--- src/rtl/uart_bridge_pkg.sv ---
// Shared types and constants for the uart-to-memory command bridge.
// Optional build macro used by the bridge: UART_BRIDGE_TIMEOUT_EN.
package uart_bridge_pkg;

  typedef enum logic [2:0] {
    S_IDLE,
    S_ADDR,
    S_WDATA,
    S_WRITE,
    S_READ,
    S_RWAIT,
    S_SEND
  } state_t;

  localparam logic [7:0] CMD_WRITE   = 8'h57;
  localparam logic [7:0] CMD_READ    = 8'h52;
  localparam logic [7:0] DEFAULT_ACK = 8'h4B;
  localparam logic [7:0] DEFAULT_NAK = 8'h3F;

  localparam int unsigned BYTES_PER_WORD = 4;

endpackage

--- src/rtl/uart_bridge_txser.sv ---
// Response byte serializer: loads up to 4 bytes, presents them MSB first
// and holds each byte stable until the uart accepts it.
module uart_bridge_txser (
  input  logic        clk,
  input  logic        rst,
  input  logic        load,
  input  logic [31:0] load_data,
  input  logic [2:0]  load_count,
  input  logic        tx_ready,
  output logic [7:0]  tx_data,
  output logic        tx_valid,
  output logic        last
);

  logic [31:0] shift_q;
  logic [2:0]  count_q;
  logic        valid_q;

  always_ff @(posedge clk) begin
    if (rst) begin
      shift_q <= '0;
      count_q <= '0;
      valid_q <= 1'b0;
    end else if (load) begin
      shift_q <= load_data;
      count_q <= load_count;
      valid_q <= (load_count != 3'd0);
    end else if (valid_q && tx_ready) begin
      shift_q <= {shift_q[23:0], 8'h00};
      count_q <= count_q - 3'd1;
      if (count_q == 3'd1)
        valid_q <= 1'b0;
    end
  end

  always_comb begin
    tx_data  = shift_q[31:24];
    tx_valid = valid_q;
    last     = valid_q && tx_ready && (count_q == 3'd1);
  end

endmodule

--- src/rtl/uart_mem_bridge.sv ---
// Host command parser: 'W' addr(2) data(4) writes a word, 'R' addr(2) reads one.
// Build macro UART_BRIDGE_TIMEOUT_EN adds an inactivity timeout on partial frames.
module uart_mem_bridge
  import uart_bridge_pkg::*;
#(
  parameter int unsigned ADDR_WIDTH = 16,
  parameter int unsigned DATA_WIDTH = 32,
  parameter logic [7:0]  ACK_BYTE   = DEFAULT_ACK,
  parameter logic [7:0]  NAK_BYTE   = DEFAULT_NAK
`ifdef UART_BRIDGE_TIMEOUT_EN
  , parameter int unsigned TIMEOUT_CYCLES = 10_000_000
`endif
) (
  input  logic                  clk,
  input  logic                  rst,
  input  logic [7:0]            rx_data,
  input  logic                  rx_valid,
  output logic                  rx_ready,
  output logic [7:0]            tx_data,
  output logic                  tx_valid,
  input  logic                  tx_ready,
  output logic [ADDR_WIDTH-1:0] mem_addr,
  output logic [DATA_WIDTH-1:0] mem_wdata,
  output logic                  mem_we,
  output logic                  mem_re,
  input  logic [DATA_WIDTH-1:0] mem_rdata,
  output logic                  busy
);

  state_t                state;
  logic [7:0]            opcode;
  logic [1:0]            byte_cnt;
  logic [15:0]           addr_sr;
  logic [15:0]           addr_next;
  logic [DATA_WIDTH-1:0] wdata_sr;
  logic [DATA_WIDTH-1:0] wdata_next;
  logic [ADDR_WIDTH-1:0] addr_q;
  logic [DATA_WIDTH-1:0] wdata_q;
  logic                  rx_fire;
  logic                  timeout;
  logic                  tx_load;
  logic [31:0]           tx_load_data;
  logic [2:0]            tx_load_count;
  logic                  tx_last;

  always_comb begin
    rx_ready   = !rst && (state == S_IDLE || state == S_ADDR || state == S_WDATA);
    rx_fire    = rx_valid && rx_ready;
    busy       = (state != S_IDLE);
    mem_we     = (state == S_WRITE);
    mem_re     = (state == S_READ);
    mem_addr   = addr_q;
    mem_wdata  = wdata_q;
    addr_next  = {addr_sr[7:0], rx_data};
    wdata_next = {wdata_sr[DATA_WIDTH-9:0], rx_data};
  end

  always_comb begin
    tx_load       = 1'b0;
    tx_load_data  = '0;
    tx_load_count = '0;
    case (state)
      S_IDLE: begin
        if (rx_fire && rx_data != CMD_WRITE && rx_data != CMD_READ) begin
          tx_load       = 1'b1;
          tx_load_data  = {NAK_BYTE, 24'h000000};
          tx_load_count = 3'd1;
        end
      end
      S_WRITE: begin
        tx_load       = 1'b1;
        tx_load_data  = {ACK_BYTE, 24'h000000};
        tx_load_count = 3'd1;
      end
      S_RWAIT: begin
        tx_load       = 1'b1;
        tx_load_data  = mem_rdata;
        tx_load_count = 3'(BYTES_PER_WORD);
      end
      default: ;
    endcase
  end

`ifdef UART_BRIDGE_TIMEOUT_EN
  logic [31:0] to_cnt;
  logic        in_frame;

  always_comb begin
    in_frame = (state == S_ADDR || state == S_WDATA);
    timeout  = in_frame && (to_cnt == 32'(TIMEOUT_CYCLES - 1));
  end

  always_ff @(posedge clk) begin
    if (rst || rx_fire || !in_frame)
      to_cnt <= '0;
    else
      to_cnt <= to_cnt + 32'd1;
  end
`else
  always_comb timeout = 1'b0;
`endif

  // mem_addr/mem_wdata only update on entry to an access state, so they hold between accesses
  always_ff @(posedge clk) begin
    if (rst) begin
      state    <= S_IDLE;
      opcode   <= '0;
      byte_cnt <= '0;
      addr_sr  <= '0;
      wdata_sr <= '0;
      addr_q   <= '0;
      wdata_q  <= '0;
    end else begin
      case (state)
        S_IDLE: begin
          if (rx_fire) begin
            if (rx_data == CMD_WRITE || rx_data == CMD_READ) begin
              opcode   <= rx_data;
              byte_cnt <= '0;
              state    <= S_ADDR;
            end else begin
              state <= S_SEND;
            end
          end
        end
        S_ADDR: begin
          if (rx_fire) begin
            addr_sr <= addr_next;
            if (byte_cnt == 2'd1) begin
              byte_cnt <= '0;
              if (opcode == CMD_WRITE) begin
                state <= S_WDATA;
              end else begin
                addr_q <= addr_next[ADDR_WIDTH-1:0];
                state  <= S_READ;
              end
            end else begin
              byte_cnt <= byte_cnt + 2'd1;
            end
          end else if (timeout) begin
            state <= S_IDLE;
          end
        end
        S_WDATA: begin
          if (rx_fire) begin
            wdata_sr <= wdata_next;
            if (byte_cnt == 2'(BYTES_PER_WORD - 1)) begin
              byte_cnt <= '0;
              addr_q   <= addr_sr[ADDR_WIDTH-1:0];
              wdata_q  <= wdata_next;
              state    <= S_WRITE;
            end else begin
              byte_cnt <= byte_cnt + 2'd1;
            end
          end else if (timeout) begin
            state <= S_IDLE;
          end
        end
        S_WRITE: state <= S_SEND;
        S_READ:  state <= S_RWAIT;
        S_RWAIT: state <= S_SEND;
        S_SEND: begin
          if (tx_last)
            state <= S_IDLE;
        end
        default: state <= S_IDLE;
      endcase
    end
  end

  uart_bridge_txser u_txser (
    .clk        (clk),
    .rst        (rst),
    .load       (tx_load),
    .load_data  (tx_load_data),
    .load_count (tx_load_count),
    .tx_ready   (tx_ready),
    .tx_data    (tx_data),
    .tx_valid   (tx_valid),
    .last       (tx_last)
  );

endmodule

--- config.mk ---
export PLATFORM = sky130hd
export DESIGN_NAME = uart_mem_bridge
export DESIGN_NICKNAME = d
export VERILOG_FILES = /design/src/rtl/uart_bridge_pkg.sv /design/src/rtl/uart_bridge_txser.sv /design/src/rtl/uart_mem_bridge.sv
export SDC_FILE = /design/constraint.sdc
export NUM_CORES = 1
export LEC_CHECK = 0
export CAP_MARGIN = 25
export CORE_ASPECT_RATIO = 0.75
export CORE_MARGIN = 2
export CORE_UTILIZATION = 35
export CTS_BUF_LIST = sky130_fd_sc_hd__clkbuf_4
export DETAILED_ROUTE_END_ITERATION = 8
export HOLD_SLACK_MARGIN = 0.03
export SYNTH_ARGS = -nofsm -noshare
export SYNTH_HDL_FRONTEND = slang
export SYNTH_SLANG_ARGS = --single-unit
--- constraint.sdc ---
create_clock -name clk -period 2.1 [get_ports clk]
set_clock_uncertainty 0.15 [all_clocks]
set_input_delay 0.21 -clock clk [delete_from_list [all_inputs] [get_ports clk]]
set_output_delay 0.21 -clock clk [all_outputs]
set_load 0.02 [all_outputs]
==> results.json, run 1 <==
{
  "grt_pass1_wl_um": 25000,
  "synthMuxAreaShare_pct": 9.60,
  "numCtsBuffers": 17,
  "clock_path_buffers": 2,
  "cap_violations": 0,
  "synth_edf_count": 0,
  "critical_path_arrival_ps": 1650,
  "cts_tree": "built",
  "finalCriticalPeriod_ps": 2010,
  "synthXorXnorAreaFrac_pct": 0.683,
  "slew_headroom_pct": 48.1,
  "place_area_um2": 7430,
  "worst_slew_pin_slew_ps": 779,
  "rsz0062_at_grt": "false",
  "nets": 859,
  "dieArea_um2": 18400,
  "totalWireLength_um": 15400,
  "cts-root-buf": "clkbuf_4",
  "clock_sinks": 137,
  "start_kind": "register",
  "synth_compound_gate_area_share_pct": 16.6,
  "final_area_um2": 7930,
  "setup_viol": 0,
  "min_period_over_period_pct": 95.9,
  "vias_per_cell": 5.04,
  "synth-async-reset-ratio_pct": 0,
  "synth_area_leader_cell": "dfxtp_1",
  "track_usage_pct": 17.1,
  "core_region_area_um2": 16900,
  "dp_slack_ps": -119,
  "clkSlewWorstSetupHoldPaths_ps": 120,
  "yosys_register_bits": 137,
  "ys.flop_type": "dfxtp_1",
  "synth_top_family_by_area": "simple AND/OR/NAND/NOR gates",
  "hp-class": "primary input to register",
  "ys_seq_area_share_pct": 45.4,
  "die_height_um": 118,
  "routabilityCongestion": 0.865,
  "cts_max_level": 4,
  "max_freq_mhz": 497,
  "antenna_found_initial": 1,
  "outcome": "finished clean",
  "critPathMaxFanout": 5,
  "first_iter_violations": 362,
  "synth.net_count": 740,
  "wl_per_cell_um": 14.8,
  "total_power_mw": 7.38,
  "p_per_area_nw_per_um2": 930,
  "syn_to_final_growth_pct": 31.2,
  "die_w_um": 156,
  "drt_first_pass_iters": 5,
  "end_kind": "output pin",
  "maxSlewViolCount": 0,
  "synth_simple_gate_area_share_pct": 20.4,
  "peakVddDrop_mv": 0.341,
  "fin_cells": 1039,
  "placed_cells": 991,
  "ios": 105,
  "layout-drive-gt1-share_pct": 14.8,
  "yosysWarnings": 0,
  "synth_most_common_cell": "dfxtp_1",
  "rows": 41,
  "synthDistinctLibCells": 58,
  "synth_commonest_cells": "dfxtp_1, nand2_1, a21oi_1",
  "grt_max_degree": 84,
  "finalHoldViolations": 0,
  "drc": 0,
  "syn-cell-area_um2": 6050,
  "required_ps": 1740,
  "io_buffers": 104,
  "route.vias.total": 5240,
  "synthAdderAreaFrac_pct": 1.03,
  "drtAntennaViolNets": 0,
  "clock_latency_ps": 560,
  "grt_overflow": 0,
  "yosys-top-cells-area": "dfxtp_1, mux2i_1, nand2_1",
  "synth_top_area_share_pct": 45.4,
  "dp_hpwl_um": 10900,
  "start_util_pct": 35.8,
  "syn_inst": 691,
  "p_leak_nw": 2.97,
  "setup_ws_ps": 86.6,
  "crit_type": "register to output pin",
  "synth.avg_cell_area_um2": 8.75,
  "grt_pass1_vias": 5004
}
==> layout make-up <==
cell class / count / area, µm²
timing repair buffer: 164 / 1570
antenna: 1 / 2.50
sequential: 137 / 2740
multi-input combinational: 475 / 2950
fill: 1627 / 8950
clock buffer: 18 / 135
clock inverter: 14 / 204
tap: 215 / 269
inverter: 15 / 56.3
==> repair_timing <==
action / CTS / global route
buffers inserted: 0 / 3
endpoints found under the hold margin: 24 / 0
gates resized for setup: 14 / 5
setup endpoints to repair: 4 / 11
hold buffers: 12 / 0
pin swaps: 0 / 1
==> layout by cell type (no fill, tap or decap), types with 3 or more instances in the layout <==
cell type / instances
a211oi_1: 20
a21oi_1: 74
a221oi_1: 5
a221oi_2: 5
a22o_1: 3
a2bb2oi_1: 4
buf_12: 5
buf_4: 44
bufinv_16: 5
clkbuf_4: 18
clkdlybuf4s50_1: 99
clkinv_1: 4
dfxtp_1: 136
dlygate4sd3_1: 12
ha_1: 5
inv_1: 13
mux2_2: 16
mux2i_1: 40
nand2_1: 102
nand3_1: 38
nor2_1: 50
nor2b_1: 20
nor3_1: 20
nor3b_1: 3
nor3b_2: 3
o211ai_1: 20
o21ai_0: 7
==> report_power, final <==
part	internal (mW)	switching, mW	total [mW]	leakage, nW
clock	1.06	0.988	2.05	0.175
combinational	1.07	1.27	2.33	1.69
sequential	2.83	0.166	2.99	1.11
==> worst paths after layout <==
path | slack (ps) | depth (start not counted) | endpoint | from
worst max-delay path | 90 | 3 | mem_we | state[1]
worst min-delay path | 70 | 3 | u_txser.shift_q[23] | mem_rdata[23]
worst max register to register | 90 | 8 | u_txser.shift_q[31] | state[0]
worst min register to register | 320 | 2 | mem_wdata[12] | mem_wdata[12]
==> critical path, cell delays in order, from the launching register on <==
cell,delay (ps)
dfxtp_1,410
inv_1,130
nor3_2,220
clkdlybuf4s15_1,350
==> metal layers <==
layer / vias up / global-route usage, % / wire length (µm)
li1: 2654 / - / -
met1: 2462 / 23.6 / 7650
met2: 106 / 26.3 / 6940
met3: 18 / 3.39 / 509
met4: 0 / 6.59 / 267
met5: - / 0 / 0
==> logic make-up (layout without fill, tap and decap cells) <==
family	after synthesis	in the layout
buf+inv	79	211
mux	56	56
fa+ha+maj	5	5
compound gates	152	152
xor+xnor	3	3
simple gates	259	259
other cells	0	1
flops	137	137
==> through the flow <==
| step | hold WS [ps] | utilization [%] | TNS (ps) |
|---|---|---|---|
| 3_5_place_dp | 300 | 44.0 | -2470 |
| 2_1_floorplan | 196 | - | 0 |
| 5_1_grt | 43.0 | 47.0 | 0 |
| 3_3_place_gp | 294 | 44.0 | -1960 |
| 4_1_cts | 32.6 | 46.8 | 0 |
| 6_report | 67.7 | 47.0 | 0 |
==> flip-flops by register name, summed over array words and instances (netlist names) <==
name and cells:
mem_wdata 32, opcode 8, wdata_sr 24, state 3, byte_cnt 2, u_txser.shift_q 32
u_txser.tx_valid 1, mem_addr 16, addr_sr 16, u_txser.count_q 3
(Power assumes the default switching activity.)
==> inputs of run 2 (changes only) <==
==> constraint.sdc (replaced) <==
create_clock -name clk -period 2.2 [get_ports clk]
set_clock_uncertainty 0.15 [all_clocks]
set_input_delay 0.22 -clock clk [delete_from_list [all_inputs] [get_ports clk]]
set_output_delay 0.22 -clock clk [all_outputs]
set_load 0.02 [all_outputs]
==> run 2 against run 1 <==
Effect of this change: sequential share of layout area grew 0.67 points; via count is 1.4% lower; cell count shrank 1.4%; clock-buffer cell count grew 1.
==> results.json, run 2 (synthesized netlist as in run 1, its figures left out) <==
{
  "drtAntennaViolNets": 0,
  "syn_to_final_growth_pct": 28.6,
  "drc": 0,
  "outcome": "finished clean",
  "track_usage_pct": 16.7,
  "worst_slew_pin_slew_ps": 537,
  "ios": 105,
  "worstReg2RegEnd": "u_txser.shift_q[14]",
  "nets": 845,
  "required_ps": 1830,
  "dp_hpwl_um": 10600,
  "rsz0062_at_grt": "false",
  "min-delay-start": "mem_rdata[0]",
  "maxSlewViolCount": 0,
  "clkSlewWorstSetupHoldPaths_ps": 110,
  "grt_max_degree": 58,
  "setup-tns-final_ps": 0,
  "numCtsBuffers": 17,
  "clock_sinks": 137,
  "finalHoldViolations": 0,
  "final_area_um2": 7780,
  "slew_headroom_pct": 64.2,
  "grt_overflow": 0,
  "min_period_over_period_pct": 94.2,
  "finalCriticalPeriod_ps": 2070,
  "placed_cells": 990,
  "p_per_area_nw_per_um2": 885,
  "worstHoldPathCells": 3,
  "die_height_um": 118,
  "fin_cells": 1024,
  "reg2reg_depth": 8,
  "hp-class": "primary input to register",
  "total_power_mw": 6.88,
  "clock_latency_ps": 550,
  "cap_violations": 0,
  "vias_per_cell": 5.04,
  "antenna_found_initial": 1,
  "grt_pass1_vias": 5089,
  "routabilityCongestion": 0.824,
  "cts-root-buf": "clkbuf_4",
  "core_region_area_um2": 16900,
  "hold_ws_ps": 77.6,
  "first_iter_violations": 312,
  "critPathMaxFanout": 9,
  "max_freq_mhz": 482,
  "r2r-start": "state[2]",
  "end_kind": "output pin",
  "die_w_um": 156,
  "totalWireLength_um": 15000,
  "start_kind": "register",
  "final_common_cell": "dfxtp_1",
  "p_leak_nw": 2.90,
  "layout-drive-gt1-share_pct": 14.2,
  "setup_ws_ps": 127,
  "rows": 41,
  "cts_tree": "built",
  "start_util_pct": 35.8,
  "io_buffers": 104,
  "clock_path_buffers": 2,
  "dieArea_um2": 18400,
  "cts_max_level": 4,
  "setup_viol": 0,
  "crit_type": "register to output pin",
  "wl_per_cell_um": 14.6,
  "final_cell_mix": "dfxtp_1, nand2_1, clkdlybuf4s50_1, a21oi_1, nor2_1",
  "peakVddDrop_mv": 0.377,
  "fin_util_pct": 46.1,
  "critical_path_arrival_ps": 1700,
  "grt_pass1_wl_um": 24700,
  "ff2ff_setup_slack_ps": 220,
  "dp_slack_ps": -31.5,
  "min_to": "u_txser.shift_q[0]",
  "drt_first_pass_iters": 5,
  "route.vias.total": 5166,
  "place_area_um2": 7440
}
==> run 2: layout make-up <==
cell class / count / area [µm²]
multi-input cells: 475 / 2930
repair buffers: 150 / 1460
well taps: 215 / 269
fillers: 1648 / 9100
clock inverters: 12 / 174
flip-flops and latches: 137 / 2740
inverters: 15 / 56.3
clock buffers: 19 / 143
diodes: 1 / 2.50
==> run 2: worst max-delay path by stage <==
stage / from / to / slack [ps] / cells past startpoint
after floorplan: byte_cnt[0] / mem_addr[10] / 320 / 7
after global placement: rx_data[2] / u_txser.shift_q[19] / 20 / 6
after detailed placement: rx_data[0] / u_txser.shift_q[14] / -30 / 6
after CTS: state[2] / mem_re / 10 / 4
after global routing: state[2] / busy / 8 / 4
final: state[2] / busy / 130 / 4
==> run 2: layer usage <==
layer,vias to the layer above,share of wire (%),track usage (%)
met5,-,0,0
li1,2625,-,-
met2,110,45,25.4
met4,0,0.69,4.59
met3,11,4.3,4.57
met1,2420,50,23.3
==> run 2: report_power, final <==
| part | internal (mW) | switching, mW | leakage (nW) |
|---|---|---|---|
| registers | 2.70 | 0.148 | 1.11 |
| logic | 0.984 | 1.18 | 1.63 |
| clock network | 0.920 | 0.952 | 0.163 |
| total | 4.60 | 2.28 | 2.90 |
==> run 2: timing repair <==
| action | CTS | global route |
|---|---|---|
| setup endpoints to repair | 4 | 4 |
| hold buffers | 2 | 0 |
| setup buffers | 0 | 0 |
| endpoints found under the hold margin | 29 | 0 |
| gates resized for setup | 10 | 5 |
==> run 2: worst max-delay path, cell delays in order, from the launching register on <==
cell             delay (ps)
dfxtp_1                 340
buf_4                   180
nor3_4                  230
inv_2                   110
clkdlybuf4s15_1         320
